==> config.mk <==
export PLATFORM = sky130hd
export DESIGN_NAME = attn_job_sched
export DESIGN_NICKNAME = d
export VERILOG_FILES = /design/src/rtl/attn_ctrl_pkg.sv /design/src/rtl/attn_init_port_drv.sv /design/src/rtl/attn_job_sched.sv
export SDC_FILE = /design/constraint.sdc
export NUM_CORES = 1
export LEC_CHECK = 0
export BUFFER_PORTS_ARGS = -buffer_cell sky130_fd_sc_hd__buf_2
export CORE_AREA = 8 8 219 221
export DETAILED_ROUTE_END_ITERATION = 6
export DIE_AREA = 0 0 227 229
export HOLD_SLACK_MARGIN = 0.03
export SLEW_MARGIN = 30
export SYNTH_ARGS = -nofsm -noshare
export SYNTH_HDL_FRONTEND = slang
export SYNTH_SLANG_ARGS = --single-unit
==> constraint.sdc <==
create_clock -name clk -period 23.6 [get_ports clk]
set_input_delay 3.54 -clock clk [delete_from_list [all_inputs] [get_ports clk]]
set_output_delay 3.54 -clock clk [all_outputs]
set_load 0.05 [all_outputs]
==> src/rtl/attn_ctrl_pkg.sv <==
// rtl/attn_ctrl_pkg.sv - shared types and constants for the attention job controller
//
// Holds the controller state encoding, the load-select codes, the expected
// output beat count of the MHA4 attention top, and the init-port bundle type.
package attn_ctrl_pkg;

  typedef enum logic [1:0] {
    IDLE   = 2'd0,
    START  = 2'd1,
    RUN    = 2'd2,
    REPORT = 2'd3
  } state_e;

  // ld_sel codes; SEL_BAD is consumed but never written anywhere
  localparam logic [1:0] SEL_Q   = 2'd0;
  localparam logic [1:0] SEL_K   = 2'd1;
  localparam logic [1:0] SEL_V   = 2'd2;
  localparam logic [1:0] SEL_BAD = 2'd3;

  // 4 rows x 32 groups of output beats per job
  localparam int ATTN_EXP_OUT = 128;

  localparam int ATTN_ADDR_W = 7;
  localparam int ATTN_DATA_W = 128;

  typedef struct packed {
    logic                   en;
    logic                   we_n;
    logic [ATTN_ADDR_W-1:0] addr;
    logic [ATTN_DATA_W-1:0] din;
  } init_port_t;

endpackage

==> src/rtl/attn_init_port_drv.sv <==
// rtl/attn_init_port_drv.sv - registered init-SRAM write port driver with 1-cycle write pulse
//
// Purpose: turns an accepted load beat addressed to this port (ld_sel ==
// PORT_SEL) into a single-cycle write (en=1, we_n=0) on the following cycle.
// Ports:
//   clk, rst                 clock, asynchronous active-high reset
//   ld_fire                  a load beat was accepted this cycle
//   ld_sel, ld_addr, ld_data the accepted beat
//   init_en, init_we_n       registered enable / active-low write strobe
//   init_addr, init_din      registered address / data, held between writes
module attn_init_port_drv
  import attn_ctrl_pkg::*;
#(
  parameter int         ADDR_W   = 7,
  parameter int         DATA_W   = 128,
  parameter logic [1:0] PORT_SEL = SEL_Q
) (
  input  logic              clk,
  input  logic              rst,
  input  logic              ld_fire,
  input  logic [1:0]        ld_sel,
  input  logic [ADDR_W-1:0] ld_addr,
  input  logic [DATA_W-1:0] ld_data,
  output logic              init_en,
  output logic              init_we_n,
  output logic [ADDR_W-1:0] init_addr,
  output logic [DATA_W-1:0] init_din
);

  logic wr;
  assign wr = ld_fire && (ld_sel == PORT_SEL);

  always_ff @(posedge clk or posedge rst) begin
    if (rst) begin
      init_en   <= 1'b0;
      init_we_n <= 1'b1;
      init_addr <= '0;
      init_din  <= '0;
    end else begin
      // strobe is re-evaluated every cycle, so a write lasts exactly one cycle
      // and back-to-back beats to the same port produce back-to-back writes
      init_en   <= wr;
      init_we_n <= !wr;
      if (wr) begin
        init_addr <= ld_addr;
        init_din  <= ld_data;
      end
    end
  end

endmodule

==> src/rtl/attn_job_sched.sv <==
// rtl/attn_job_sched.sv - job controller for the 4x4x128 MHA4 attention top
//
// Purpose: serialises the Q/K/V load stream into the init-SRAM write ports,
// issues the start pulse, counts output beats until done (with a watchdog),
// and reports per-job status.
// Ports:
//   clk, rst                       clock, asynchronous active-high reset
//   ld_valid/ld_ready/ld_sel/ld_addr/ld_data   load beat stream
//   go_valid/go_ready              job request handshake
//   {q,k,v}_init_*                 init-SRAM write ports
//   attn_start                     1-cycle start pulse to the attention top
//   attn_out_valid, attn_done      output beat and done from the attention top
//   busy, job_done, job_ok         job progress / completion status
//   err_timeout, err_count         last-job error flags
//   err_bad_sel                    sticky illegal-select flag, cleared at go accept
//   out_cnt                        saturating output beat count
module attn_job_sched
  import attn_ctrl_pkg::*;
#(
  parameter int ADDR_W  = 7,
  parameter int DATA_W  = 128,
  parameter int EXP_OUT = ATTN_EXP_OUT,
  parameter int TIMEOUT = 600000,
  parameter int CNT_W   = $clog2(EXP_OUT + 1),
  parameter int TO_W    = $clog2(TIMEOUT + 1)
) (
  input  logic              clk,
  input  logic              rst,
  input  logic              ld_valid,
  output logic              ld_ready,
  input  logic [1:0]        ld_sel,
  input  logic [ADDR_W-1:0] ld_addr,
  input  logic [DATA_W-1:0] ld_data,
  input  logic              go_valid,
  output logic              go_ready,
  output logic              q_init_en,
  output logic              q_init_we_n,
  output logic [ADDR_W-1:0] q_init_addr,
  output logic [DATA_W-1:0] q_init_din,
  output logic              k_init_en,
  output logic              k_init_we_n,
  output logic [ADDR_W-1:0] k_init_addr,
  output logic [DATA_W-1:0] k_init_din,
  output logic              v_init_en,
  output logic              v_init_we_n,
  output logic [ADDR_W-1:0] v_init_addr,
  output logic [DATA_W-1:0] v_init_din,
  output logic              attn_start,
  input  logic              attn_out_valid,
  input  logic              attn_done,
  output logic              busy,
  output logic              job_done,
  output logic              job_ok,
  output logic              err_timeout,
  output logic              err_count,
  output logic              err_bad_sel,
  output logic [CNT_W-1:0]  out_cnt
);

  localparam logic [CNT_W-1:0] EXP_CNT = CNT_W'(EXP_OUT);
  localparam logic [TO_W-1:0]  TO_LAST = TO_W'(TIMEOUT - 1);

  state_e          state;
  logic            wr_pend;
  logic            ovf;
  logic [TO_W-1:0] wd;

  logic             ld_fire;
  logic             go_fire;
  logic             cnt_full;
  logic [CNT_W-1:0] cnt_nxt;
  logic             ovf_nxt;
  logic             cnt_bad;
  logic             timeout;

  // A pending load (this cycle's beat or last cycle's write) blocks go, so a
  // job never starts before its operands have landed in the SRAMs.
  assign ld_ready = (state == IDLE);
  assign go_ready = (state == IDLE) && !ld_valid && !wr_pend;
  assign ld_fire  = ld_valid && ld_ready;
  assign go_fire  = go_valid && go_ready;

  // Beat arriving in the done cycle is folded in before the final check.
  assign cnt_full = (out_cnt == EXP_CNT);
  assign cnt_nxt  = (attn_out_valid && !cnt_full) ? out_cnt + 1'b1 : out_cnt;
  assign ovf_nxt  = ovf || (attn_out_valid && cnt_full);
  assign cnt_bad  = ovf_nxt || (cnt_nxt != EXP_CNT);
  assign timeout  = (wd == TO_LAST);

  attn_init_port_drv #(.ADDR_W(ADDR_W), .DATA_W(DATA_W), .PORT_SEL(SEL_Q)) u_q_drv (
    .clk       (clk),
    .rst       (rst),
    .ld_fire   (ld_fire),
    .ld_sel    (ld_sel),
    .ld_addr   (ld_addr),
    .ld_data   (ld_data),
    .init_en   (q_init_en),
    .init_we_n (q_init_we_n),
    .init_addr (q_init_addr),
    .init_din  (q_init_din)
  );

  attn_init_port_drv #(.ADDR_W(ADDR_W), .DATA_W(DATA_W), .PORT_SEL(SEL_K)) u_k_drv (
    .clk       (clk),
    .rst       (rst),
    .ld_fire   (ld_fire),
    .ld_sel    (ld_sel),
    .ld_addr   (ld_addr),
    .ld_data   (ld_data),
    .init_en   (k_init_en),
    .init_we_n (k_init_we_n),
    .init_addr (k_init_addr),
    .init_din  (k_init_din)
  );

  attn_init_port_drv #(.ADDR_W(ADDR_W), .DATA_W(DATA_W), .PORT_SEL(SEL_V)) u_v_drv (
    .clk       (clk),
    .rst       (rst),
    .ld_fire   (ld_fire),
    .ld_sel    (ld_sel),
    .ld_addr   (ld_addr),
    .ld_data   (ld_data),
    .init_en   (v_init_en),
    .init_we_n (v_init_we_n),
    .init_addr (v_init_addr),
    .init_din  (v_init_din)
  );

  // wr_pend covers the cycle in which the accepted beat is being written
  always_ff @(posedge clk or posedge rst) begin
    if (rst) begin
      wr_pend     <= 1'b0;
      err_bad_sel <= 1'b0;
    end else begin
      wr_pend <= ld_fire;
      if (go_fire) begin
        err_bad_sel <= 1'b0;
      end else if (ld_fire && (ld_sel == SEL_BAD)) begin
        err_bad_sel <= 1'b1;
      end
    end
  end

  always_ff @(posedge clk or posedge rst) begin
    if (rst) begin
      state       <= IDLE;
      busy        <= 1'b0;
      attn_start  <= 1'b0;
      job_done    <= 1'b0;
      job_ok      <= 1'b0;
      err_timeout <= 1'b0;
      err_count   <= 1'b0;
      out_cnt     <= '0;
      wd          <= '0;
      ovf         <= 1'b0;
    end else begin
      attn_start <= 1'b0;
      job_done   <= 1'b0;
      case (state)
        IDLE: begin
          if (go_fire) begin
            // clear job status so it reads 0 throughout START
            state       <= START;
            busy        <= 1'b1;
            attn_start  <= 1'b1;
            out_cnt     <= '0;
            wd          <= '0;
            ovf         <= 1'b0;
            job_ok      <= 1'b0;
            err_timeout <= 1'b0;
            err_count   <= 1'b0;
          end
        end
        START: begin
          state <= RUN;
        end
        RUN: begin
          out_cnt <= cnt_nxt;
          ovf     <= ovf_nxt;
          wd      <= wd + 1'b1;
          // done takes priority over a coincident timeout
          if (attn_done || timeout) begin
            state       <= REPORT;
            job_done    <= 1'b1;
            err_timeout <= !attn_done;
            err_count   <= cnt_bad;
            job_ok      <= attn_done && !cnt_bad;
          end
        end
        REPORT: begin
          state <= IDLE;
          busy  <= 1'b0;
        end
        default: begin
          state <= IDLE;
          busy  <= 1'b0;
        end
      endcase
    end
  end

endmodule

==> summary.md, run 1 <==
The via count normalized by instance count was 4.82. The run gives 8 as the number of antenna violations at the first check in global routing. The clock slew at the register clock pins of the worst setup and hold paths works out to 60 ps. For the post-layout net count, the log shows 2091. The number of buffers on the longest clock path is 3.

The number of hold violations in the final report was 0. The worst path setup slack after routing was 15920 ps. For the max capacitance violation total, the log shows 0.

The routed length per instance works out to 20.0 um. Fill cells in the final layout number 4143. The number of synthesized register bits was 450. Each instance of the synthesized netlist takes up on average 12.5 um2. When the netlist entered floorplanning its net count stood at 1524. The synthesized design contains 0 enable-type register cells. The data required time at the worst endpoint is 20060 ps, and the maximum cell stage delay along the critical path is 290 ps. The share of the Yosys chip area taken by registers is 65.3%.

For this design the top-level I/O count stands at 571. The logs give 465 ps for the worst hold margin and 4140 ps for the worst endpoint data arrival time. For this block, the initial DRC count from the detailed router was 741. Setup repair after global routing left no endpoint under its margin. The share of cells above drive strength 1 was 47.7%.

The number of pins exceeding their max-slew limit in the final report was 0. Classification of the worst-slack hold path: register to register. The logs give 0 for the number of gates resized after cts and 78 for the number of rows in the core area.

The die outline height was 229 um; the slack of the worst reg-to-reg path was 20250 ps. The routed layout has 12454 vias. The type of element capturing the critical path was a primary output.

For this configuration, the core starts out at a cell density of 38.6%. The post-layout minimum cycle time is 7680 ps. For this run, the leading register cell type out of synthesis is sky130_fd_sc_hd__dfrtp_1. STA classifies the critical path startpoint as an input port.

The type of the setup path with the least slack was input port to primary output. Post-CTS timing repair inserted 0 buffers for setup. The run finished with clean final reports. For the maximum clock frequency, the log shows 130 MHz. The clock reaches the later pin of the worst-skew pair after 570 ps. The post-synthesis async set-or-reset flop share was 100%; the iteration count of the initial detailed-routing pass was 5. For this design, the slowest cell found on the critical path is sky130_fd_sc_hd__buf_2. The multi-input combinational cells in the finished layout cover a total of 0.00565 mm2.

The number of different library cells in the post-synthesis netlist is 49, and the worst clock skew on the final layout is 15.5 ps. For the overflow left after global routing, the log shows 0. The most frequent cell on the critical path is sky130_fd_sc_hd__buf_2. For this run, the number of Yosys warnings is 0. Instance count of the mapped netlist: 1375. After detailed routing, the number of remaining DRC violations is 0. The logs give 450 for the number of clock sinks and 50 for the number of buffers inserted during clock tree synthesis. After synthesis the cells add up to 0.0172 mm2.

TritonCTS built the clock tree. Timing analysis after detailed placement gives a worst setup slack of 15930 ps. The run gives 2 as the CTS H-tree depth. The sum of routed wire length over all layers came out at 51700 um. The count of final setup violators is 0, and the global-route wire length before repair is 78700 um. Traced cell by cell, the critical path runs through buf_2 -> nor3_1 -> buf_2. Antenna violation net count after detailed routing: 0. The tools report the cell at the root of the clock tree as sky130_fd_sc_hd__clkbuf_16. The number of stages on the worst hold path is 2.

The slew at the pin closest to its max-slew limit works out to 1010 ps. Adding up every negative setup slack in the final design gives 0 ps. The die covers 0.0520 mm2. Hold repair after CTS inserted 0 buffers. The number of cells on the worst reg-to-reg path is 7. The floorplan step set the die width to 227 um. The run gives 19.3% as the overall track demand over capacity in global routing. Input and output buffers added on the ports amount to 570.

Measured against its own limit, the worst slew margin works out to 32.5%. The logs give 12910 for the number of global-route vias before repair and 0.0447 mm2 for the area of the core. The congestion estimate from routability-driven global placement came to 0.860. The largest fanout of any net on the critical path was 4; the post-synthesis to final-layout area growth was 29.9%. The area occupied by registers is 0.0113 mm2.

The estimated wirelength of the detail-placed design is 36500 um, and the maximum number of pins on one net before global-route repair is 172. The final clock period utilization by the worst path works out to 32.5%.
## metal layers
metal	share of wire (%)	vias up	GRT usage (%)
met5	0.035	-	0
met4	2.7	4	6.34
met3	8.6	85	6.19
met2	51	385	33.1
met1	38	6270	22.7
li1	-	5710	-
## worst max-delay path: cells and delay by family
family,cells,cell delay (ps)
buffers and inverters,2,410
and+or+nand+nor,1,180
## final cells by class
cell class | count | area share (%)
repair buffers | 582 | 13.3
clock buffers | 72 | 6.45
multi-input cells | 843 | 25.2
clock inverters | 17 | 0.994
well taps | 600 | 3.35
inverters | 15 | 0.341
flip-flops and latches | 450 | 50.3
diodes | 6 | 0.0670
## through the flow
stage	cells	util (%)	instance area, um2
final	2585	50.1	22400
after global routing	2584	50.1	22400
after CTS	2578	50.0	22400
after detailed placement	2489	46.3	20700
after global placement	2489	46.3	20700
after floorplan	1375	-	17200
## worst paths after layout
kind | start | to
setup / recovery | ld_valid | go_ready
hold / removal | u_v_drv.init_din[108]$_DFFE_PP0P_ | u_v_drv.init_din[108]$_DFFE_PP0P_
setup reg to reg | state[0]$_DFFE_PP0P_ | u_q_drv.init_din[125]$_DFFE_PP0P_
hold reg to reg | u_v_drv.init_din[108]$_DFFE_PP0P_ | u_v_drv.init_din[108]$_DFFE_PP0P_
max in group asynchronous | rst | u_q_drv.init_din[18]$_DFFE_PP0P_
min in group asynchronous | rst | u_k_drv.init_din[99]$_DFFE_PP0P_
## placed cells by master (no fill, tap or decap), types with 5 or more instances in the layout
master and instances:
sky130_fd_sc_hd__a21oi_1 5, sky130_fd_sc_hd__bufinv_16 5, sky130_fd_sc_hd__nor3_1 9, sky130_fd_sc_hd__nor2_1 27, sky130_fd_sc_hd__nand3_1 5, sky130_fd_sc_hd__diode_2 6, sky130_fd_sc_hd__buf_4 7, sky130_fd_sc_hd__clkbuf_1 12
sky130_fd_sc_hd__clkbuf_8 9, sky130_fd_sc_hd__dfrtp_1 447, sky130_fd_sc_hd__xor2_1 7, sky130_fd_sc_hd__inv_1 12, sky130_fd_sc_hd__mux2_2 272, sky130_fd_sc_hd__nand4_1 7, sky130_fd_sc_hd__clkinv_2 8, sky130_fd_sc_hd__o21ai_0 12
sky130_fd_sc_hd__clkbuf_16 51, sky130_fd_sc_hd__xnor2_1 12, sky130_fd_sc_hd__buf_2 570, sky130_fd_sc_hd__ha_1 6, sky130_fd_sc_hd__nand2_1 424
## synthesized netlist by cell type, types with 5 or more instances
master                     number  share of area (%)
sky130_fd_sc_hd__nand2_1      425                9.2
sky130_fd_sc_hd__nand4_1        7               0.25
sky130_fd_sc_hd__a21oi_1        5               0.15
sky130_fd_sc_hd__mux2_2       272                 18
sky130_fd_sc_hd__xnor2_1       12               0.61
sky130_fd_sc_hd__dfrtp_1      447                 65
sky130_fd_sc_hd__nor3_1         9               0.26
sky130_fd_sc_hd__ha_1           6               0.44
sky130_fd_sc_hd__clkbuf_1      31               0.67
sky130_fd_sc_hd__buf_2         22               0.64
sky130_fd_sc_hd__xor2_1         7               0.36
sky130_fd_sc_hd__nand3_1        5               0.15
sky130_fd_sc_hd__nor2_1        27               0.59
sky130_fd_sc_hd__buf_1         13               0.28
sky130_fd_sc_hd__inv_1         13               0.28
sky130_fd_sc_hd__o21ai_0       12               0.35
## cell families after synthesis
family / count (synthesis) / synth area share [%]
AO/OA/AOI/OAI: 40 / 1.57
XOR/XNOR: 19 / 0.965
multiplexers: 273 / 17.8
buffers and inverters: 82 / 1.99
AND/OR/NAND/NOR: 505 / 11.9
flip-flops: 450 / 65.3
adder cells (fa/ha/maj): 6 / 0.435
## sequential cells by signal, indices dropped and copies added (netlist names), 2 cells and up
name and cells:
u_q_drv.init_din 128, u_k_drv.init_addr 7, u_k_drv.init_din 128, state 2
wd 20, u_v_drv.init_din 128, u_v_drv.init_addr 7, out_cnt 8
u_q_drv.init_addr 7
Power of run 1 is left out: the tool's default activity adds up to more than one toggle a clock period on the data nets, which glitch-free logic cannot reach.
==> inputs of run 2 (changes only) <==
clock period = 7.9 ns   (was 23.6 ns; I/O delays follow)
==> run 2 against run 1 <==
Global-route usage increased by 0.081 points. First-iteration DRC count rose by 15%. Critical path depth up 4. Via count is 1.0% lower. Count of clock-buffer cells in the layout increased by 1. Final cell count fell by 0.27%. Clock skew up 4.2 ps. Cell area fell by 0.36%. Non-clock buffer count rose by 1. Hold slack improved by 1.1 ps. Highest routed layer unchanged.
==> summary.md, run 2 (synthesis results as in run 1) <==
The multi-input combinational cells in the finished layout cover a total of 0.00565 mm2. The critical path is of the register to register type. The final clock period utilization by the worst path works out to 44.8%.

Most frequent standard cell in the layout excluding fill and tap cells: sky130_fd_sc_hd__buf_2. The number of hold buffers added after CTS was 0. The floorplan step set the die width to 227 um.

The post-layout minimum cycle time is 3540 ps, and the buffers inserted during post-CTS setup optimization is 0. The region available for standard cell placement spans 0.0447 mm2. Using the TritonRoute via totals, the vias-per-cell ratio works out to 4.78. STA puts the critical path data required time at 8340 ps. The clock tree synthesis step divided the H-tree into 2 levels. The worst endpoint data arrival time is 3980 ps.

The count of unresolved DRC violations after routing was 0. The tools report the final design instance area without fill as 0.0223 mm2. From synthesis to final layout, the design area changed by 29.5%.

The count of final setup violators came out at 0. Summing over every cut layer, the via total after detailed routing is 12330. The root buffer cell chosen for the clock tree is sky130_fd_sc_hd__clkbuf_16. Derived from the worst setup path, the maximum achievable clock frequency is 282 MHz. In the final design database the tool counted 2090 nets. In this run the core area contains 78 standard-cell rows. Across the run, the number of max-cap violations was 0. Including well taps, the total number of placed cells is 2490. The largest registers in the layout are u_k_drv.init_din: 128 flops, u_q_drv.init_din: 128 flops, u_v_drv.init_din: 128 flops. The tools report the number of buffers on the longest clock path as 3. The tools report the overall track demand over capacity in global routing as 19.4%.

The number of hold violations in the final report was 0; the post-layout instance count excluding filler cells was 2578. The run gives 0 as the antenna violation net count after detailed routing. The classification of the worst-slack hold path was register to register.

The sum of routed wire length over all layers was 51800 um. The post-route netlist has 47.7% of its cells at a drive strength greater than 1. For this design the top-level I/O count stands at 571.

The area occupied by registers is 0.0113 mm2, and the iteration count of the initial detailed-routing pass is 5. Once placement finished, the instance area stood at 0.0207 mm2. After routing, the total negative slack on setup checks comes to 0 ps. The final estimated routing congestion in global placement is 0.839, and the number of gates resized after cts is 0. For this block, the initial DRC count from the detailed router was 854. The logs give 156 for the maximum number of pins on one net before global-route repair and 3890 ps for the worst slack after detailed placement.

The number of fill cells in the layout is 4070. The flow ran to the end, and the final reports show no timing, DRC or antenna violations. For the pin with the worst max-slew slack, the measured transition is 919 ps. The later pin in the worst-skew pair is clocked with a latency of 560 ps. The die is 229 um tall. The global-route wire length before repair is 79100 um. The startpoint type of the worst setup path is a register. For the number of global-route vias before repair, the log shows 12988. The library cells used most frequently in the layout, excluding fill and tap cells, are sky130_fd_sc_hd__buf_2 (570), sky130_fd_sc_hd__dfrtp_1 (447), sky130_fd_sc_hd__nand2_1 (424).

The logs give 0 for the number of pins exceeding their max-slew limit in the final report and 37200 um for the estimated wirelength of the detail-placed design. The relative max-transition margin was 38.7%. The number of buffers inserted during clock tree synthesis was 48; the worst clock skew on the final layout was 19.7 ps.

The clock slew at the register clock pins of the worst setup and hold paths was 60 ps. The total die area is 0.0520 mm2, and the number of antenna violations at the first check in global routing is 6. Across all setup checks in the final design, the least slack found is 4360 ps. The worst setup path is captured at a register. The routed length per instance came out at 20.1 um. Setup repair after global routing left no endpoint under its margin.

Of all nets on the critical path, the largest fanout is 69. TritonCTS built the clock tree. The quantity of I/O buffers inserted on ports came out at 570. The run gives 450 as the number of clock sinks. For this configuration, the core starts out at a cell density of 38.6%. Overflow left after global routing: 0.
==> run 2: changes by cell type in the layout (fill, tap and decap cells not counted), sizes merged <==
cell      before  now
clkbuf        72   73
bufinv         5    3
diode          6    4
clkinv        10    6
clkinvlp       2    1
buf          582  583
==> run 2: routing by layer <==
layer / vias to the layer above / GRT usage, % / share of wire, %
li1: 5685 / - / -
met1: 6143 / 23.0 / 39
met2: 399 / 33.1 / 49
met3: 99 / 5.39 / 7.9
met4: 4 / 7.40 / 3.5
met5: - / 0 / 0.046
==> run 2: worst paths after layout <==
| path | start | endpoint | depth (start not counted) | slack [ps] |
|---|---|---|---|---|
| worst max-delay path | state[0]$_DFFE_PP0P_ | u_q_drv.init_din[12]$_DFFE_PP0P_ | 7 | 4360 |
| worst min-delay path | u_v_drv.init_din[30]$_DFFE_PP0P_ | u_v_drv.init_din[30]$_DFFE_PP0P_ | 2 | 470 |
| worst max register to register | state[0]$_DFFE_PP0P_ | u_q_drv.init_din[12]$_DFFE_PP0P_ | 7 | 4360 |
| worst min register to register | u_v_drv.init_din[30]$_DFFE_PP0P_ | u_v_drv.init_din[30]$_DFFE_PP0P_ | 2 | 470 |
| max in group asynchronous | rst | u_k_drv.init_din[66]$_DFFE_PP0P_ | 4 | 5880 |
| min in group asynchronous | rst | u_k_drv.init_din[109]$_DFFE_PP0P_ | 2 | 660 |
==> run 2: cell type report <==
type | instances | area share (%)
Inverter | 15 | 0.303
Sequential cell | 450 | 50.4
Multi-Input combinational cell | 843 | 25.3
Clock inverter | 10 | 0.588
Clock buffer | 73 | 6.52
Timing Repair Buffer | 583 | 13.4
Tap cell | 600 | 3.36
Antenna cell | 4 | 0.0448
==> run 2: stage by stage <==
step                utilization (%)  hold WS [ps]
global route                   49.9           491
finish                         50.0           467
detailed placement             46.3           456
floorplan                         -           478
CTS                            49.9           471
global placement               46.3           454
==> run 2: worst max-delay path, stage by stage (launching register included) <==
cell,delay (ps)
sky130_fd_sc_hd__dfrtp_1,390
sky130_fd_sc_hd__inv_1,90
sky130_fd_sc_hd__ha_1,330
sky130_fd_sc_hd__nand2_1,140
sky130_fd_sc_hd__or3_1,550
sky130_fd_sc_hd__inv_6,570
sky130_fd_sc_hd__buf_4,780
sky130_fd_sc_hd__mux2_2,420
Power of run 2 is left out for the same reason.
